<file path="src/rtl/bcd_conv_arbiter_if.sv">
// Request/result bundle shared by the BCD conversion arbiter and its requesters.
interface bcd_conv_arbiter_if #(
    parameter int NUM_REQ = 4
);
    localparam int ID_W = $clog2(NUM_REQ);

    logic [NUM_REQ-1:0]   req;
    logic [NUM_REQ*8-1:0] bin_in;
    logic [NUM_REQ-1:0]   gnt;
    logic                 busy;
    logic                 done;
    logic [ID_W-1:0]      done_id;
    logic [3:0]           hundreds;
    logic [3:0]           tens;
    logic [3:0]           ones;

    modport master (
        output req, bin_in,
        input  gnt, busy, done, done_id, hundreds, tens, ones
    );

    modport slave (
        input  req, bin_in,
        output gnt, busy, done, done_id, hundreds, tens, ones
    );
endinterface

</file>
<file path="src/rtl/bcd_conv_arbiter.sv">
// Shared shift-add-3 binary-to-BCD engine with round-robin arbitration among NUM_REQ sources.
// Define BCD_ARB_FIXED_PRIORITY_EN to switch to fixed lowest-index-wins priority.
//
// state | meaning
// IDLE  | arbitrate; grant and capture the winner's operand in the same cycle
// SHIFT | eight add-3/shift iterations, one per cycle
// DONE  | result presented on the digit outputs, done pulse high
module bcd_conv_arbiter #(
    parameter int NUM_REQ = 4
) (
    input  logic             clk,
    input  logic             reset,
    bcd_conv_arbiter_if.slave bus
);
    localparam int ID_W = $clog2(NUM_REQ);

    typedef enum logic [1:0] {IDLE, SHIFT, DONE} state_t;

    state_t            state;
    state_t            state_nxt;
    logic [7:0]        bin_q;
    logic [11:0]       bcd_q;
    logic [2:0]        cnt;
    logic [ID_W-1:0]   id_q;
    logic [3:0]        hundreds_q;
    logic [3:0]        tens_q;
    logic [3:0]        ones_q;
    logic [ID_W-1:0]   done_id_q;
    logic [ID_W-1:0]   winner;
    logic              found;
    logic              capture;
    logic [NUM_REQ-1:0] gnt_c;
    logic              busy_c;
    logic              done_c;
    logic [11:0]       bcd_adj;
    logic [19:0]       shifted;
`ifndef BCD_ARB_FIXED_PRIORITY_EN
    logic [ID_W-1:0]   last_q;
    logic [ID_W-1:0]   idx;
`endif

    function automatic logic [3:0] add3(input logic [3:0] n);
        return (n >= 4'd5) ? n + 4'd3 : n;
    endfunction

    always_comb begin
        winner = '0;
        found  = 1'b0;
`ifdef BCD_ARB_FIXED_PRIORITY_EN
        for (int i = 0; i < NUM_REQ; i++) begin
            if (!found && bus.req[ID_W'(i)]) begin
                winner = ID_W'(i);
                found  = 1'b1;
            end
        end
`else
        idx = '0;
        // search starts just after the previous winner and wraps
        for (int k = 1; k <= NUM_REQ; k++) begin
            idx = ID_W'((int'(last_q) + k) % NUM_REQ);
            if (!found && bus.req[idx]) begin
                winner = idx;
                found  = 1'b1;
            end
        end
`endif
    end

    always_comb begin
        state_nxt = state;
        gnt_c     = '0;
        busy_c    = 1'b0;
        done_c    = 1'b0;
        capture   = 1'b0;
        case (state)
            IDLE: begin
                if (found && !reset) begin
                    gnt_c[winner] = 1'b1;
                    capture       = 1'b1;
                    state_nxt     = SHIFT;
                end
            end
            SHIFT: begin
                busy_c = 1'b1;
                if (cnt == 3'd7) state_nxt = DONE;
            end
            DONE: begin
                busy_c    = 1'b1;
                done_c    = 1'b1;
                state_nxt = IDLE;
            end
            default: state_nxt = IDLE;
        endcase
    end

    always_ff @(posedge clk) begin
        if (reset) state <= IDLE;
        else       state <= state_nxt;
    end

    assign bcd_adj = {add3(bcd_q[11:8]), add3(bcd_q[7:4]), add3(bcd_q[3:0])};
    assign shifted = {bcd_adj, bin_q} << 1;

    // digits are loaded on the last iteration so they are already valid during DONE
    always_ff @(posedge clk) begin
        if (reset) begin
            bin_q      <= '0;
            bcd_q      <= '0;
            cnt        <= '0;
            id_q       <= '0;
            hundreds_q <= '0;
            tens_q     <= '0;
            ones_q     <= '0;
            done_id_q  <= '0;
`ifndef BCD_ARB_FIXED_PRIORITY_EN
            last_q     <= ID_W'(NUM_REQ - 1);
`endif
        end else begin
            if (capture) begin
                bin_q  <= bus.bin_in[{winner, 3'b000} +: 8];
                bcd_q  <= '0;
                cnt    <= '0;
                id_q   <= winner;
`ifndef BCD_ARB_FIXED_PRIORITY_EN
                last_q <= winner;
`endif
            end else if (state == SHIFT) begin
                bcd_q <= shifted[19:8];
                bin_q <= shifted[7:0];
                cnt   <= cnt + 3'd1;
                if (cnt == 3'd7) begin
                    hundreds_q <= shifted[19:16];
                    tens_q     <= shifted[15:12];
                    ones_q     <= shifted[11:8];
                    done_id_q  <= id_q;
                end
            end
        end
    end

    assign bus.gnt      = gnt_c;
    assign bus.busy     = busy_c;
    assign bus.done     = done_c;
    assign bus.done_id  = done_id_q;
    assign bus.hundreds = hundreds_q;
    assign bus.tens     = tens_q;
    assign bus.ones     = ones_q;
endmodule

</file>
<file path="src/flat_wrapper.sv">
// flat-port wrapper written by rule: the top's interface ports become plain ports
module bcd_conv_arbiter_flat 
#(
    parameter int NUM_REQ = 4
)
  (clk, reset, bus_req, bus_bin_in, bus_gnt, bus_busy, bus_done, bus_done_id, bus_hundreds, bus_tens, bus_ones);
  bcd_conv_arbiter_if #(.NUM_REQ(NUM_REQ)) bus_i ();
  input  logic clk;
  input  logic reset;
  input wire logic [$bits(bus_i.req)-1:0] bus_req;
  input wire logic [$bits(bus_i.bin_in)-1:0] bus_bin_in;
  output wire logic [$bits(bus_i.gnt)-1:0] bus_gnt;
  output wire logic [$bits(bus_i.busy)-1:0] bus_busy;
  output wire logic [$bits(bus_i.done)-1:0] bus_done;
  output wire logic [$bits(bus_i.done_id)-1:0] bus_done_id;
  output wire logic [$bits(bus_i.hundreds)-1:0] bus_hundreds;
  output wire logic [$bits(bus_i.tens)-1:0] bus_tens;
  output wire logic [$bits(bus_i.ones)-1:0] bus_ones;
  assign bus_i.req = bus_req;
  assign bus_i.bin_in = bus_bin_in;
  assign bus_gnt = bus_i.gnt;
  assign bus_busy = bus_i.busy;
  assign bus_done = bus_i.done;
  assign bus_done_id = bus_i.done_id;
  assign bus_hundreds = bus_i.hundreds;
  assign bus_tens = bus_i.tens;
  assign bus_ones = bus_i.ones;
  bcd_conv_arbiter #(.NUM_REQ(NUM_REQ)) u_core (.clk(clk), .reset(reset), .bus(bus_i));
endmodule
</file>
<file path="config.mk">
export PLATFORM = sky130hd
export DESIGN_NAME = bcd_conv_arbiter_flat
export DESIGN_NICKNAME = d
export VERILOG_FILES = /design/src/rtl/bcd_conv_arbiter_if.sv /design/src/rtl/bcd_conv_arbiter.sv /design/src/flat_wrapper.sv
export SDC_FILE = /design/constraint.sdc
export NUM_CORES = 1
export LEC_CHECK = 0
export BUFFER_PORTS_ARGS = -buffer_cell sky130_fd_sc_hd__buf_4
export CAP_MARGIN = 10
export CORE_MARGIN = 8
export CORE_UTILIZATION = 35
export CTS_CLUSTER_DIAMETER = 40
export DETAILED_ROUTE_END_ITERATION = 6
export GPL_ROUTABILITY_DRIVEN = 1
export GPL_TIMING_DRIVEN = 0
export HOLD_SLACK_MARGIN = 0.12
export PLACE_DENSITY = 0.62
export SETUP_SLACK_MARGIN = 0.5
export SYNTH_ARGS = -nofsm -noshare
export SYNTH_HDL_FRONTEND = slang
export SYNTH_SLANG_ARGS = --single-unit
</file>
<file path="constraint.sdc">
create_clock -name clk -period 2 [get_ports clk]
set_input_delay 0.4 -clock clk [delete_from_list [all_inputs] [get_ports clk]]
set_output_delay 0.4 -clock clk [all_outputs]
set_load 0.02 [all_outputs]
</file>
==> impl_metrics.env, run 1 <==
export IMPL_outcome="complete, no violations"
export IMPL_overflow=0
export IMPL_hpwl_um=4400
export IMPL_clkSlewWorstSetupHoldPaths_ns=0.07
export IMPL_syn_nets=318
export IMPL_grt_max_degree=13
export IMPL_area_delta_synth_final_pct=47.0
export IMPL_syn_area_per_cell_sq_um=8.65
export IMPL_hold_viol_final=0
export IMPL_end_kind="output pin"
export IMPL_postPlaceCellArea_sq_mm=0.00294
export IMPL_fin_area_sq_mm=0.00341
export IMPL_clockBufferDepth=2
export IMPL_maxCapViolCount=0
export IMPL_pre_cts_ws_ns=-0.128
export IMPL_vias=2125
export IMPL_slew_headroom_pct=59.4
export IMPL_dr_pass1_iters=4
export IMPL_holdPathEnd="u_core.bin_q[7]"
export IMPL_cp_startpoint="u_core.last_q[0]"
export IMPL_synth_cells=268
export IMPL_power_density_mw_per_mm2=635
export IMPL_core_area_sq_mm=0.00639
export IMPL_rows=29
export IMPL_dieArea_sq_mm=0.00948
export IMPL_fin_crit_sh_pct=97.0
export IMPL_arrival_ns=1.54
export IMPL_grt_pass1_wl_um=9790
export IMPL_die_x_um=97.4
export IMPL_met2_usage_pct=20.2
export IMPL_whs_path_depth=3
export IMPL_diodes=0
export IMPL_ant_nets=0
export IMPL_ys_ff_latch=43
export IMPL_min_period_ns=1.94
export IMPL_die_h_um=97.4
export IMPL_root_buffer="clkbuf_8"
export IMPL_max_freq_mhz=515
export IMPL_yosysSeqAreaShare_pct=37.1
export IMPL_tightest_slew_ns=0.608
export IMPL_yosysWarnings=0
export IMPL_clock_sinks=43
export IMPL_crit_path_start_kind="flop"
export IMPL_pin_count=58
export IMPL_cts_hold_buf=0
export IMPL_hold_path_class="input pin to flop"
export IMPL_use_met3_pct=5.05
export IMPL_gp_congestion=0.828
export IMPL_grt_busiest_layer="met2"
export IMPL_crit_type="flop to output pin"
export IMPL_ir_worst_vdd_mv=0.352
export IMPL_nets=396
export IMPL_r2r_cells=7
export IMPL_wl_um=6100
export IMPL_placed_cells=402
export IMPL_cts_buffers_inserted=5
export IMPL_worstReg2RegEnd="u_core.bin_q[2]"
export IMPL_crit_required_ns=1.60
export IMPL_drc_errors=0
export IMPL_clk_latency_ns=0.29
export IMPL_drt_initial_drc_count=57
export IMPL_io_buffers=57
export IMPL_p_leak_nw=1.40
export IMPL_cts_tree="built"
export IMPL_avgRoutedWirePerCell_um=14.4
export IMPL_final_instance_count_excl_fill=424
export IMPL_fin_worst_skew_ns=0.00588
export IMPL_viasPerCell=5.01
export IMPL_setup_violations_final=0
export IMPL_syn_area_sq_mm=0.00232
export IMPL_grt_pass1_vias=2159
export IMPL_whs_ns=0.381
export IMPL_r2r_start="u_core.last_q[0]"
export IMPL_initial_utilization_pct=36.3
export IMPL_rsz0062_at_grt="true"
export IMPL_drv_slew=0
export IMPL_worstHoldStart="bus_bin_in[31]"
export IMPL_track_usage_pct=12.1
export IMPL_crit_path_max_fanout=4
export IMPL_layout_drive_gt1_share_pct=42.1
export IMPL_reg2reg_setup_slack_ns=0.35
export IMPL_synth_cell_types=34
export IMPL_worst_slack_ns=0.0593
export IMPL_fin_total_pwr_mw=2.16
export IMPL_htreeDepth=2
export IMPL_antenna_found_initial=0
export IMPL_use_met1_pct=13.7
-- cell usage after synthesis --
cell type  instances  share of area [%]
and2_1             3               0.81
buf_2              2               0.43
o221a_2            1               0.49
dfxtp_1           43                 37
a31oi_1            3               0.81
inv_1             13                2.1
xnor2_1            4                1.5
a311oi_1           1               0.38
a2111oi_2          2                1.3
ha_1              12                6.5
a221oi_2           1               0.65
a221oi_1           4                1.5
buf_8              1               0.65
mux2i_1           30                 13
o21ai_0            7                1.5
nor2_1            25                4.0
a21oi_1           28                6.0
nor3b_1            2               0.65
clkbuf_1           8                1.3
nand2_1           31                5.0
a21o_1             8                2.6
nor2b_1            4                1.1
or2_2              2               0.54
nand2b_1           9                2.4
nor3_2             1               0.43
a211oi_1          10                3.2
and3_1             2               0.54
a2111oi_0          2               0.76
o21ai_2            1               0.38
nor3_1             2               0.43
nand3_1            3               0.65
nor4_2             1               0.54
buf_6              1               0.49
buf_1              1               0.16
-- layout make-up --
class,count,area [sq um]
inverters,13,51.3
clock buffers,7,76.3
clock inverters,1,5.00
well taps,77,96.3
plain buffers,13,121
repair buffers,71,541
flip-flops and latches,43,878
fillers,593,2980
multi-input cells,199,1640
-- per-layer routing --
layer  wire length, um  vias to the layer above  part of all wire, %
met5                 0                        -                    0
met4                45                        0                 0.74
met3               414                        4                  6.8
met2              2860                       52                   47
met1              2770                      977                   45
li1                  -                     1092                    -
-- where the power goes --
group / internal (mW) / switching (mW)
Combinational: 0.357 / 0.339
Clock: 0.245 / 0.278
Sequential: 0.907 / 0.0373
Total: 1.51 / 0.655
-- timing repair --
item                       4_1_cts  5_1_grt
pin swaps                        9       11
setup buffers                    8        6
setup endpoints to repair       46       42
gates resized for setup         36       45
-- worst max-delay path: stages, from the launching register on --
cell and delay (ns):
dfxtp_2 0.35, nand2b_4 0.15, o221a_4 0.30, nor3_4 0.16, nor2b_4 0.16, buf_4 0.13
-- state kept, by name, summed over array words and instances, names as in the netlist --
name / flops
u_core.bcd_q: 12
u_core.bin_q: 8
u_core.bus.done_id: 2
u_core.bus.hundreds: 4
u_core.bus.ones: 4
u_core.bus.tens: 4
u_core.cnt: 3
u_core.id_q: 2
u_core.last_q: 2
u_core.state: 2
-- worst max path at each step --
| stage | to | slack (ns) | cells after the start |
|---|---|---|---|
| final | bus_gnt[1] | 0.06 | 5 |
| after global routing | bus_gnt[1] | 0.003 | 5 |
| after CTS | bus_gnt[1] | -0.006 | 5 |
| after detailed placement | bus_gnt[2] | -0.13 | 7 |
| after global placement | bus_gnt[2] | -0.14 | 7 |
| after floorplan | bus_gnt[1] | 0.27 | 4 |
-- stage by stage --
| stage | utilization, % | setup TNS [ns] |
|---|---|---|
| 2_1_floorplan | - | 0 |
| 3_3_place_gp | 46.0 | -0.354 |
| 3_5_place_dp | 46.0 | -0.406 |
| 4_1_cts | 50.2 | -0.0124 |
| 5_1_grt | 53.4 | 0 |
| 6_report | 53.4 | 0 |
-- cell families (layout without fill, tap and decap cells) --
family	count (synthesis)	after routing	synth area share [%]
and+or+nand+nor	85	85	17.2
AOI/OAI and AO/OA	68	68	19.6
DFF	43	43	37.1
muxes	30	30	13.0
buffers and inverters	26	105	5.13
adders and majority gates	12	12	6.48
xor gates and xnor gates	4	4	1.51
-- placed cells by master (no fill, tap or decap), types with 3 or more instances in the layout --
cell type	count
nor2b_4	3
buf_4	69
a211oi_2	4
nand2b_4	5
clkbuf_8	5
dfxtp_1	33
mux2i_1	28
ha_1	6
buf_8	3
o21ai_0	6
a221oi_1	4
nand2b_1	3
clkbuf_1	5
a31oi_1	3
a21o_1	8
inv_1	8
nand3_1	3
xnor2_1	4
a211oi_1	6
nand2_1	30
ha_4	5
nor2_1	24
dfxtp_2	8
buf_6	6
inv_2	4
a21oi_1	24
Note: power is estimated with default switching activity, not from simulation.
==> run 2, diff against run 1 <==
--- a/config.mk
+++ b/config.mk
@@ -12,7 +12,6 @@
 export CTS_CLUSTER_DIAMETER = 40
 export DETAILED_ROUTE_END_ITERATION = 6
 export GPL_ROUTABILITY_DRIVEN = 1
-export GPL_TIMING_DRIVEN = 0
 export HOLD_SLACK_MARGIN = 0.12
 export PLACE_DENSITY = 0.62
 export SETUP_SLACK_MARGIN = 0.5
==> constraint.sdc (replaced) <==
create_clock -name clk -period 2.1 [get_ports clk]
set_input_delay 0.42 -clock clk [delete_from_list [all_inputs] [get_ports clk]]
set_output_delay 0.42 -clock clk [all_outputs]
set_load 0.02 [all_outputs]
==> run 2 against run 1 <==
Effect of this change:
- die area unchanged
- sequential share of layout area increased by 0.48 points
- core utilization decreased by 1.4 points
- first-iteration DRC count decreased by 5.3%
- critical path depth unchanged
- global-route usage decreased by 0.41 points
- hold slack improved by 0.013 ns
- wire length decreased by 2.8%
- final area decreased by 2.7%
- critical path type unchanged
- highest routed layer unchanged
==> impl_metrics.env, run 2 (synthesis gave the netlist of run 1 again) <==
export IMPL_outcome="complete, no violations"
export IMPL_viasPerCell=5.07
export IMPL_top_register="u_core.bcd_q"
export IMPL_r2r_cells=7
export IMPL_arrival_ns=1.58
export IMPL_clockBufferDepth=2
export IMPL_fillers=619
export IMPL_io_buffers=57
export IMPL_area_delta_synth_final_pct=43.1
export IMPL_fin_worst_skew_ns=0.00894
export IMPL_die_x_um=97.4
export IMPL_dr_pass1_iters=4
export IMPL_pre_cts_ws_ns=0.0405
export IMPL_largestRegisters="u_core.bcd_q: 12 flops, u_core.bin_q: 8 flops"
export IMPL_drt_initial_drc_count=54
export IMPL_hold_viol_final=0
export IMPL_antenna_found_initial=0
export IMPL_clk_latency_ns=0.29
export IMPL_tightest_slew_ns=0.421
export IMPL_min_period_ns=2.00
export IMPL_final_common_cell="buf_4"
export IMPL_gp_congestion=0.776
export IMPL_die_h_um=97.4
export IMPL_avgRoutedWirePerCell_um=14.3
export IMPL_end_kind="output pin"
export IMPL_drc_errors=0
export IMPL_layout_drive_gt1_share_pct=38.6
export IMPL_initial_utilization_pct=36.3
export IMPL_largest_register_ffs=12
export IMPL_holdPathEnd="u_core.bin_q[7]"
export IMPL_grt_pass1_wl_um=9610
export IMPL_grt_max_degree=34
export IMPL_diodes=0
export IMPL_setup_tns_final_ns=0
export IMPL_mostFrequentLayoutCells="68 x buf_4, 37 x dfxtp_1, 29 x nand2_1"
export IMPL_max_freq_mhz=500
export IMPL_core_area_sq_mm=0.00639
export IMPL_cts_hold_buf=0
export IMPL_worst_slack_ns=0.0981
export IMPL_wl_um=5930
export IMPL_hpwl_um=4180
export IMPL_vias=2101
export IMPL_p_leak_nw=1.37
export IMPL_ir_worst_vdd_mv=0.378
export IMPL_root_buffer="clkbuf_8"
export IMPL_dieArea_sq_mm=0.00948
export IMPL_final_seq_area_sq_um=871
export IMPL_nets=387
export IMPL_clock_sinks=43
export IMPL_power_density_mw_per_mm2=660
export IMPL_hold_path_class="input pin to flop"
export IMPL_track_usage_pct=11.7
export IMPL_ant_nets=0
export IMPL_r2r_start="u_core.last_q[0]"
export IMPL_maxCapViolCount=0
export IMPL_grt_pass1_vias=2122
export IMPL_multi_input_area_sq_mm=0.00159
export IMPL_worstReg2RegEnd="u_core.bin_q[7]"
export IMPL_slew_headroom_pct=71.9
export IMPL_overflow=0
export IMPL_htreeDepth=2
export IMPL_fin_crit_sh_pct=95.3
export IMPL_rows=29
export IMPL_crit_path_start_kind="flop"
export IMPL_cts_buffers_inserted=5
export IMPL_drv_slew=0
export IMPL_pin_count=58
export IMPL_crit_type="flop to output pin"
export IMPL_crit_path_max_fanout=4
export IMPL_setup_violations_final=0
export IMPL_cp_startpoint="u_core.last_q[0]"
export IMPL_reg2reg_setup_slack_ns=0.39
export IMPL_rsz0062_at_grt="true"
export IMPL_whs_path_depth=3
export IMPL_cts_tree="built"
export IMPL_crit_required_ns=1.68
export IMPL_clkSlewWorstSetupHoldPaths_ns=0.08
export IMPL_worstHoldStart="bus_bin_in[31]"
[run 2: changes by cell type in the layout (fill, tap and decap cells not counted), sizes merged]
cell / previous run / this run
clkinv: 1 / 0
buf: 79 / 74
bufinv: 0 / 1
clkbuf: 12 / 7
[run 2: through the flow]
stage | cell area [sq um] | total power, mW | hold WS (ns) | instances | util, %
after floorplan | 2400 | 1.28 | 0.432 | 268 | -
after global placement | 2940 | 1.44 | 0.444 | 399 | 46.0
final | 3320 | 2.19 | 0.394 | 414 | 51.9
after CTS | 3140 | 2.12 | 0.383 | 408 | 49.1
after global routing | 3320 | 2.31 | 0.384 | 414 | 51.9
after detailed placement | 2940 | 1.44 | 0.449 | 399 | 46.0
[run 2: what timing repair did]
item | 4_1_cts | 5_1_grt
buffers inserted | 2 | 5
cloned | 0 | 1
pin swaps | 3 | 11
setup endpoints to repair | 36 | 35
resized for setup | 23 | 27
[run 2: worst max path at each step]
| stage | to | slack (ns) | depth (start not counted) |
|---|---|---|---|
| after global placement | bus_gnt[0] | 0.11 | 6 |
| final | bus_gnt[1] | 0.1 | 5 |
| after global routing | bus_gnt[2] | 0.03 | 7 |
| after floorplan | bus_gnt[1] | 0.33 | 4 |
| after detailed placement | u_core.bin_q[7] | 0.04 | 7 |
| after CTS | bus_gnt[0] | 0.10 | 5 |
[run 2: worst max-delay path: stages, from the launching register on]
cell	delay, ns
dfxtp_4	0.37
nand2b_4	0.15
o221a_4	0.31
nor3_4	0.17
nor2b_4	0.18
buf_6	0.12
[run 2: final cells by class]
type	count	area share, %
clock buffer	6	2.19
clock inverter	1	0.905
inverter	13	1.47
multi-input combinational	199	47.8
sequential	43	26.3
tap	77	2.90
timing repair buffer	75	18.4
[run 2: power by group]
group	internal (mW)	leakage (nW)	total, mW	switching, mW
sequential	0.865	0.352	0.903	0.0378
combinational	0.350	0.966	0.669	0.319
clock	0.349	0.0513	0.617	0.269
total	1.56	1.37	2.19	0.626
[run 2: routing by layer]
metal / routed length (um) / vias up / global-route usage (%)
met1: 2650 / 962 / 13.1
met4: 42 / 0 / 2.56
met5: 0 / - / 0
met2: 2830 / 52 / 19.9
li1: - / 1081 / -
met3: 402 / 6 / 5.19
